`src/rtl/branch_predictor_table_if.sv`:
```
// rtl/branch_predictor_table_if.sv - lookup/resolve bundle between the pipeline and the branch predictor table
interface branch_predictor_table_if #(
    parameter int IDX_W = 4
);
    // Decode-stage lookup
    logic              lookupValid;
    logic [31:0]       lookupPC;
    logic              predictTaken;
    logic [IDX_W-1:0]  predictIndex;

    // Execute-stage resolve
    logic              resolveValid;
    logic [IDX_W-1:0]  resolveIndex;
    logic              resolveTaken;
    logic              resolvePredicted;
    logic              mispredict;

    // Global history (all zero when gshare is not built)
    logic [IDX_W-1:0]  ghr;

    // Pipeline side: presents branches and outcomes, consumes predictions
    modport master (
        output lookupValid,
        output lookupPC,
        output resolveValid,
        output resolveIndex,
        output resolveTaken,
        output resolvePredicted,
        input  predictTaken,
        input  predictIndex,
        input  mispredict,
        input  ghr
    );

    // Predictor side
    modport slave (
        input  lookupValid,
        input  lookupPC,
        input  resolveValid,
        input  resolveIndex,
        input  resolveTaken,
        input  resolvePredicted,
        output predictTaken,
        output predictIndex,
        output mispredict,
        output ghr
    );
endinterface

```
`src/rtl/branch_predictor_table.sv`:
```
// rtl/branch_predictor_table.sv - saturating-counter branch predictor table; gshare indexing via BRANCH_PREDICTOR_GSHARE_EN
module branch_predictor_table #(
    parameter int ENTRIES  = 16,
    parameter int CTR_BITS = 2
) (
    input  logic                     Clock,
    input  logic                     nReset,
    branch_predictor_table_if.slave  bus
);
    // Index width follows the table size; it is not meant to be overridden.
    localparam int IDX_W = $clog2(ENTRIES);

    // Weakly not-taken: just below the taken threshold (0 for 1-bit counters).
    localparam logic [CTR_BITS-1:0] CTR_INIT = CTR_BITS'((1 << (CTR_BITS - 1)) - 1);
    localparam logic [CTR_BITS-1:0] CTR_MAX  = '1;
    localparam logic [CTR_BITS-1:0] CTR_MIN  = '0;

    logic [CTR_BITS-1:0] table_q [ENTRIES];
    logic [CTR_BITS-1:0] ctr_cur;
    logic [CTR_BITS-1:0] ctr_d;
    logic [IDX_W-1:0]    base_index;
    logic [IDX_W-1:0]    lookup_index;
    logic [IDX_W-1:0]    ghr_value;
    logic                unused_pc_bits;

    // Word-aligned instructions: bits [1:0] never carry index information.
    assign base_index     = bus.lookupPC[IDX_W+1:2];
    assign unused_pc_bits = ^{bus.lookupPC[31:IDX_W+2], bus.lookupPC[1:0]};

`ifdef BRANCH_PREDICTOR_GSHARE_EN
    logic [IDX_W-1:0] ghr_q;
    logic [IDX_W-1:0] ghr_d;

    // Shift the actual outcome in; history never needs repair after a mispredict.
    always_comb begin
        ghr_d = ghr_q;
        if (bus.resolveValid) begin
            ghr_d = IDX_W'({ghr_q, bus.resolveTaken});
        end
    end

    // Global history register
    always_ff @(posedge Clock or negedge nReset) begin
        if (!nReset) begin
            ghr_q <= '0;
        end else begin
            ghr_q <= ghr_d;
        end
    end

    assign ghr_value = ghr_q;
`else
    assign ghr_value = '0;
`endif

    // With history absent ghr_value is zero, so the XOR degenerates to the base index.
    assign lookup_index = base_index ^ ghr_value;

    // Lookup reads stored state only; a same-cycle resolve is seen next cycle.
    always_comb begin
        bus.predictIndex = lookup_index;
        bus.predictTaken = bus.lookupValid & table_q[lookup_index][CTR_BITS-1];
    end

    // Misprediction is a pure function of the resolve inputs.
    always_comb begin
        bus.mispredict = bus.resolveValid & (bus.resolveTaken ^ bus.resolvePredicted);
        bus.ghr        = ghr_value;
    end

    // Saturating step of the counter being resolved.
    always_comb begin
        ctr_cur = table_q[bus.resolveIndex];
        ctr_d   = ctr_cur;
        if (bus.resolveTaken) begin
            if (ctr_cur != CTR_MAX) begin
                ctr_d = ctr_cur + 1'b1;
            end
        end else begin
            if (ctr_cur != CTR_MIN) begin
                ctr_d = ctr_cur - 1'b1;
            end
        end
    end

    // Counter table: reset discards all training, resolve trains one entry.
    always_ff @(posedge Clock or negedge nReset) begin
        if (!nReset) begin
            for (int i = 0; i < ENTRIES; i++) begin
                table_q[i] <= CTR_INIT;
            end
        end else if (bus.resolveValid) begin
            table_q[bus.resolveIndex] <= ctr_d;
        end
    end
endmodule

```
`src/flat_wrapper.sv`:
```
// flat-port wrapper written by rule: the top's interface ports become plain ports
module branch_predictor_table_flat 
#(
    parameter int ENTRIES  = 16,
    parameter int CTR_BITS = 2
)
  (Clock, nReset, bus_lookupValid, bus_lookupPC, bus_resolveValid, bus_resolveIndex, bus_resolveTaken, bus_resolvePredicted, bus_predictTaken, bus_predictIndex, bus_mispredict, bus_ghr);
  branch_predictor_table_if #(.IDX_W((4))) bus_i ();
  input  logic Clock;
  input  logic nReset;
  input wire logic [$bits(bus_i.lookupValid)-1:0] bus_lookupValid;
  input wire logic [$bits(bus_i.lookupPC)-1:0] bus_lookupPC;
  input wire logic [$bits(bus_i.resolveValid)-1:0] bus_resolveValid;
  input wire logic [$bits(bus_i.resolveIndex)-1:0] bus_resolveIndex;
  input wire logic [$bits(bus_i.resolveTaken)-1:0] bus_resolveTaken;
  input wire logic [$bits(bus_i.resolvePredicted)-1:0] bus_resolvePredicted;
  output wire logic [$bits(bus_i.predictTaken)-1:0] bus_predictTaken;
  output wire logic [$bits(bus_i.predictIndex)-1:0] bus_predictIndex;
  output wire logic [$bits(bus_i.mispredict)-1:0] bus_mispredict;
  output wire logic [$bits(bus_i.ghr)-1:0] bus_ghr;
  assign bus_i.lookupValid = bus_lookupValid;
  assign bus_i.lookupPC = bus_lookupPC;
  assign bus_i.resolveValid = bus_resolveValid;
  assign bus_i.resolveIndex = bus_resolveIndex;
  assign bus_i.resolveTaken = bus_resolveTaken;
  assign bus_i.resolvePredicted = bus_resolvePredicted;
  assign bus_predictTaken = bus_i.predictTaken;
  assign bus_predictIndex = bus_i.predictIndex;
  assign bus_mispredict = bus_i.mispredict;
  assign bus_ghr = bus_i.ghr;
  branch_predictor_table #(.ENTRIES(ENTRIES), .CTR_BITS(CTR_BITS)) u_core (.Clock(Clock), .nReset(nReset), .bus(bus_i));
endmodule
```
`config.mk`:
```
export PLATFORM = sky130hd
export DESIGN_NAME = branch_predictor_table_flat
export DESIGN_NICKNAME = d
export VERILOG_FILES = /design/src/rtl/branch_predictor_table_if.sv /design/src/rtl/branch_predictor_table.sv /design/src/flat_wrapper.sv
export SDC_FILE = /design/constraint.sdc
export NUM_CORES = 1
export LEC_CHECK = 0
export ABC_AREA = 1
export CORE_MARGIN = 2
export CORE_UTILIZATION = 53
export DETAILED_ROUTE_END_ITERATION = 8
export GPL_TIMING_DRIVEN = 0
export HOLD_SLACK_MARGIN = 0.03
export PLACE_DENSITY = 0.86
export SLEW_MARGIN = 15
export SYNTH_ARGS = -nofsm -noshare
export SYNTH_HDL_FRONTEND = slang
export SYNTH_SLANG_ARGS = --single-unit
```
`constraint.sdc`:
```
create_clock -name Clock -period 2.45 [get_ports Clock]
set_clock_uncertainty 0.05 [all_clocks]
set_input_delay 0.6125 -clock Clock [delete_from_list [all_inputs] [get_ports Clock]]
set_output_delay 0.6125 -clock Clock [all_outputs]
set_load 0.1 [all_outputs]
```
==> reports/results.ini, run 1 <==
[die]
placeableCoreArea_sq_mm = 0.00369
row_count = 22
die_width_um = 66.1
pin_count = 52
die_area_sq_mm = 0.00437
start_util_pct = 55.4
die_h_um = 66.1

[power_and_ir_drop]
p_seq_share_pct = 45.3
p_clk_share_pct = 25.3
net-switching-power_uw = 605
switching_share_pct = 35.9
power_density_mw_per_mm2 = 693
comb_power_share_pct = 29.5
max-vdd-ir-drop_mv = 0.374
power_leakage_uw = 0.00127
power.internal_uw = 1080

[place]
place_area_sq_mm = 0.00231
gp_congestion = 0.984
numPortBuffers = 19
dp.cells = 386
dp_hpwl_um = 3900

[global_route]
antenna_found_initial = 0
grt_pass1_wl_um = 8850
grt.total_usage_pct = 26.9
grt-ovfl-total = 0
grt_pass1_vias = 1904
grt_max_degree = 33

[layout]
regMostFlops = u_core.table_q
top_regs = u_core.table_q x32
synthToLayoutAreaGrowth_pct = 19.1
insertedDiodeCount = 0
postLayoutCellArea_sq_mm = 0.00243
drive_above_1_share_pct = 16.8
fillers = 321
largest_register_ffs = 32
nNetsFinal = 387
instances_no_fill = 394

[routing]
viasPerCell = 5.38
final_antenna_net_count = 0
drc = 0
first_pass_iters = 5
route.final.wire_length_um = 5360
vias = 2120
wire_per_inst_um = 13.6
drt_iter0_markers = 334

[synthesis]
synth_cell_types = 23
ys_warn_count = 0
synth-seq-area-share_pct = 40.1
synthCells = 316
syn-mean-instance-area_sq_um = 6.47
synth_area_sq_mm = 0.00204
ys_ff_latch = 32

[cts]
root_buffer = clkbuf_8
clk_latency_ns = 0.28
cts_max_level = 2
clkSinkCount = 32
cts_tree = done
cts_made_buffers = 5
clk_path_buf_depth = 2
post-cts-setup-buffer-count = 0
clkTransAtPathRegs_ns = 0.07

[timing]
fin_crit_ns = 2.42
setup_viol = 0
hold_viol = 0
max_freq_mhz = 414
slew_viol_final = 0
slew_headroom_pct = 53.2
rsz0062_at_grt = yes
worst_pin_slew_ns = 0.702
timing.final.crit_share_pct = 98.7

[worst_setup_path]
regToRegSetupSlack_ns = 0.70
worstSetupEndpointType = primary output
critPathArrivalTime_ns = 1.76
rr_startpoint = u_core.table_q[28]
r2r-end = u_core.table_q[25]
setup.worst_path.start_class = input pin
crit_type = in -> out
crit_start = bus_lookupPC[5]
crit_end = bus_predictIndex[3]
reg2reg_depth = 11
critPathMaxFanout = 3
worstPathRequired_ns = 1.79

[worst_hold_path]
hold_class = in -> async

[run]
cap_violations = 0

[run_status]
status = finished clean

[area by class of cell]
class,count,area [sq um],share of cell area [%]
buffer,17,134,5.50
clock buffer,8,90.1,3.70
inverter,32,120,4.93
multi-input combinational,238,1020,41.9
sequential,32,821,33.7
tap,48,60.1,2.47
timing repair buffer,19,189,7.76
[timing repair]
action,4_1_cts,5_1_grt
setup endpoints to repair,6,25
hold buffers,0,0
gates resized for setup,34,20
pin swaps,0,3
gates cloned,0,0
[per-stage QoR]
stage	power, uW	util [%]	TNS, ns	setup slack [ns]	hold slack (ns)
floorplan	1100	-	-0.359	-0.359	0.267
global placement	1230	62.7	-7.72	-1.42	0.407
detailed placement	1240	62.6	-8.29	-1.43	0.406
CTS	1660	65.2	-0.0899	-0.0899	0.356
global route	1780	66.0	-0.154	-0.0479	0.379
finish	1690	66.0	0	0.0324	0.323
[synth_stat cells]
cell type  count  share of area (%)
o211ai_1       1               0.37
o21ai_1        1               0.24
nor2_1        26                4.8
nand2_1      143                 26
clkbuf_1       2               0.37
nor2_2         2               0.61
nand2_2        3               0.92
dfrtp_1       16                 20
o21ai_2        1               0.43
nand3b_1       1               0.37
conb_1         1               0.18
buf_2          4               0.98
dfstp_2       16                 21
o21ai_0       12                2.9
nand3_1       36                8.8
inv_2          1               0.18
a21boi_0       1               0.37
a21oi_1        4               0.98
buf_4         10                3.7
inv_1         31                5.7
o221ai_1       2               0.86
buf_6          1               0.55
and3_1         1               0.31
[cells by family after synthesis]
group	count (synthesis)	share of synthesized area, %
AO/OA/AOI/OAI	22	6.18
buffers and inverters	49	11.4
flip-flops	32	40.1
other	1	0.183
AND/OR/NAND/NOR	212	42.0
[placed cells by master (no fill, tap or decap)]
cell type | netlist | final
nand2_1 | 143 | 143
nand3_1 | 36 | 36
inv_1 | 31 | 30
nor2_1 | 26 | 26
dfstp_2 | 16 | 16
dfrtp_1 | 16 | 16
o21ai_0 | 12 | 11
buf_4 | 10 | 9
clkdlybuf4s50_1 | 0 | 9
clkbuf_8 | 0 | 6
buf_6 | 1 | 4
clkbuf_4 | 0 | 4
conb_1 | 1 | 4
a21oi_1 | 4 | 3
buf_2 | 4 | 3
inv_2 | 1 | 2
o221ai_1 | 2 | 2
o21ai_1 | 1 | 2
clkbuf_2 | 0 | 2
nor2_2 | 2 | 2
nand2_2 | 3 | 2
clkbuf_1 | 2 | 2
clkdlybuf4s15_2 | 0 | 2
a21oi_2 | 0 | 1
nand3b_1 | 1 | 1
o211ai_1 | 1 | 1
a21boi_2 | 0 | 1
and3_1 | 1 | 1
nand2_4 | 0 | 1
o21ai_4 | 0 | 1
dlymetal6s2s_1 | 0 | 1
clkdlybuf4s18_2 | 0 | 1
buf_12 | 0 | 1
[power groups by stage]
stage / clock (uW) / sequential (uW) / combinational (uW)
after detailed placement: 0 / 767 / 476
after global routing: 454 / 775 / 554
after CTS: 426 / 759 / 478
after floorplan: 0 / 738 / 357
after global placement: 0 / 766 / 468
final: 426 / 764 / 498
[routing by layer]
layer  share of wire (%)  GRT usage (%)  up-vias  wire length, um
met1                  42           37.9      956             2250
met3                  11           3.92       14              594
met5                   0              0        -                0
met4                 1.6           9.18        0               85
met2                  45           42.3      122             2430
li1                    -              -     1028                -
[worst min-delay path by stage]
stage / cells past startpoint / endpoint / from / slack (ns)
floorplan: 0 / u_core.table_q[11] / nReset / 0.27
global placement: 2 / u_core.table_q[26] / u_core.table_q[26] / 0.41
detailed placement: 2 / u_core.table_q[26] / u_core.table_q[26] / 0.41
CTS: 1 / u_core.table_q[17] / nReset / 0.36
global route: 1 / u_core.table_q[17] / nReset / 0.38
finish: 1 / u_core.table_q[23] / nReset / 0.32
[critical path: stages]
cell	delay, ns
clkdlybuf4s50_1	0.50
buf_4	0.12
clkdlybuf4s18_2	0.52
(Power assumes the default switching activity.)
==> run 2: changes to the inputs <==
Settings changed: CORE_ASPECT_RATIO set to 0.8.
==> reports/results.ini, run 2 (synthesis gave the netlist of run 1 again) <==
[run_status]
status = finished clean

[layout]
seq_area_sq_um = 821
synthToLayoutAreaGrowth_pct = 18.2
insertedDiodeCount = 0
multi_input_area_sq_mm = 0.00102
top_regs = u_core.table_q x32
post-route-util_pct = 64.4
postLayoutCellArea_sq_mm = 0.00242
fillers = 358
nNetsFinal = 388
final_common_cell = nand2_1
regMostFlops = u_core.table_q
largest_register_ffs = 32
final_cell_mix = nand2_1 (143), nand3_1 (36), inv_1 (30)
drive_above_1_share_pct = 17.4

[die]
start_util_pct = 54.5
die_width_um = 73.4
pin_count = 52
die_h_um = 59.6
die_area_sq_mm = 0.00437
placeableCoreArea_sq_mm = 0.00375
row_count = 20

[worst_setup_path]
crit_type = in -> out
crit_buf_inv = 3
crit_slowest_cell = clkdlybuf4s18_2
critPathArrivalTime_ns = 1.76
worstPathRequired_ns = 1.79
critPathTopFamily = buffers and inverters
reg2reg_depth = 11
setup.worst_path.start_class = input pin
max_stage_delay_ns = 0.53
worstSetupEndpointType = primary output
critPathMaxFanout = 3
path_cells = clkdlybuf4s50_1 -> buf_4 -> clkdlybuf4s18_2
cp.depth = 3

[place]
gp_congestion = 0.913
numPortBuffers = 19
dp_hpwl_um = 3770
place_area_sq_mm = 0.00230

[routing]
drt_iter0_markers = 219
viasPerCell = 5.34
final_antenna_net_count = 0
drc = 0
vias = 2072
wire_per_inst_um = 13.5
first_pass_iters = 5
route.final.wire_length_um = 5240

[power_and_ir_drop]
p_clk_share_pct = 22.2
net-switching-power_uw = 582
comb_power_share_pct = 31.0
max-vdd-ir-drop_mv = 0.392
power.internal_uw = 1040
power_density_mw_per_mm2 = 670
power_leakage_uw = 0.00126
p_seq_share_pct = 46.8
power.total_uw = 1620
switching_share_pct = 36.0

[timing]
fin_crit_ns = 2.42
hold_viol = 0
timing.final.crit_share_pct = 98.8
slew_viol_final = 0
rsz0062_at_grt = yes
worst_pin_slew_ns = 0.688
finalSetupTns_ns = 0
slew_headroom_pct = 54.1
max_freq_mhz = 413
setup_viol = 0

[cts]
clk_path_buf_depth = 2
root_buffer = clkbuf_8
cts_made_buffers = 5
clkSinkCount = 32
cts_hold_buf = 0
cts_max_level = 2
clkTransAtPathRegs_ns = 0.06
cts_tree = done
clk_latency_ns = 0.29

[global_route]
grt.total_usage_pct = 26.6
grt_max_degree = 33
grt_pass1_vias = 1856
grt-ovfl-total = 0
grt_pass1_wl_um = 8630
antenna_found_initial = 0

[worst_hold_path]
hold_class = in -> async

[run]
cap_violations = 0

==> run 2: path summary, 6_finish.rpt <==
check                                   from             endpoint  slack [ns]
setup / recovery             bus_lookupPC[5]  bus_predictIndex[3]        0.03
hold / removal                        nReset   u_core.table_q[13]        0.32
setup reg to reg           u_core.table_q[8]   u_core.table_q[27]        0.78
hold reg to reg            u_core.table_q[0]    u_core.table_q[0]        0.42
max in group asynchronous             nReset   u_core.table_q[19]        1.59
min in group Clock         u_core.table_q[0]    u_core.table_q[0]        0.42
==> run 2: cell type report <==
class                   instances  share of cell area (%)
multi-input cells             238                    42.4
flip-flops and latches         32                    34.0
repair buffers                 20                    8.03
plain buffers                  17                    5.44
inverters                      32                    5.08
clock buffers                   5                    2.85
well taps                      44                    2.28
==> run 2: worst register-to-register path, cell delays in order (launching register included) <==
cell	delay, ns
dfstp_2	0.54
nand2_1	0.05
nand2_1	0.08
nand2_1	0.05
nand3_1	0.07
nand2_1	0.06
nand2_1	0.13
nor2_2	0.06
nand2_2	0.14
buf_4	0.21
nand3_1	0.09
nand2_1	0.07
==> run 2: repair_timing <==
action | in CTS | in global routing
pin swaps | 0 | 3
setup buffers | 0 | 0
cloned | 0 | 1
setup endpoints to repair | 6 | 25
resized for setup | 34 | 22
==> run 2: power groups by stage <==
stage,registers [uW],logic (uW),clock network [uW]
floorplan,738,357,0
global placement,760,471,0
detailed placement,762,482,0
CTS,754,483,372
global route,769,560,394
finish,758,501,360
==> run 2: layer usage <==
metal	up-vias	track usage [%]	share of wire, %
met2	91	37.9	42
met4	0	9.87	1.5
met5	-	0	0
met3	7	7.99	9.1
li1	1025	-	-
met1	949	38.0	47
==> run 2: through the flow <==
step	std cells	hold slack [ns]	setup WS (ns)
finish	388	0.317	0.0304
detailed placement	382	0.411	-1.45
CTS	387	0.344	-0.126
floorplan	319	0.267	-0.359
global placement	382	0.405	-1.40
global route	388	0.375	-0.0154
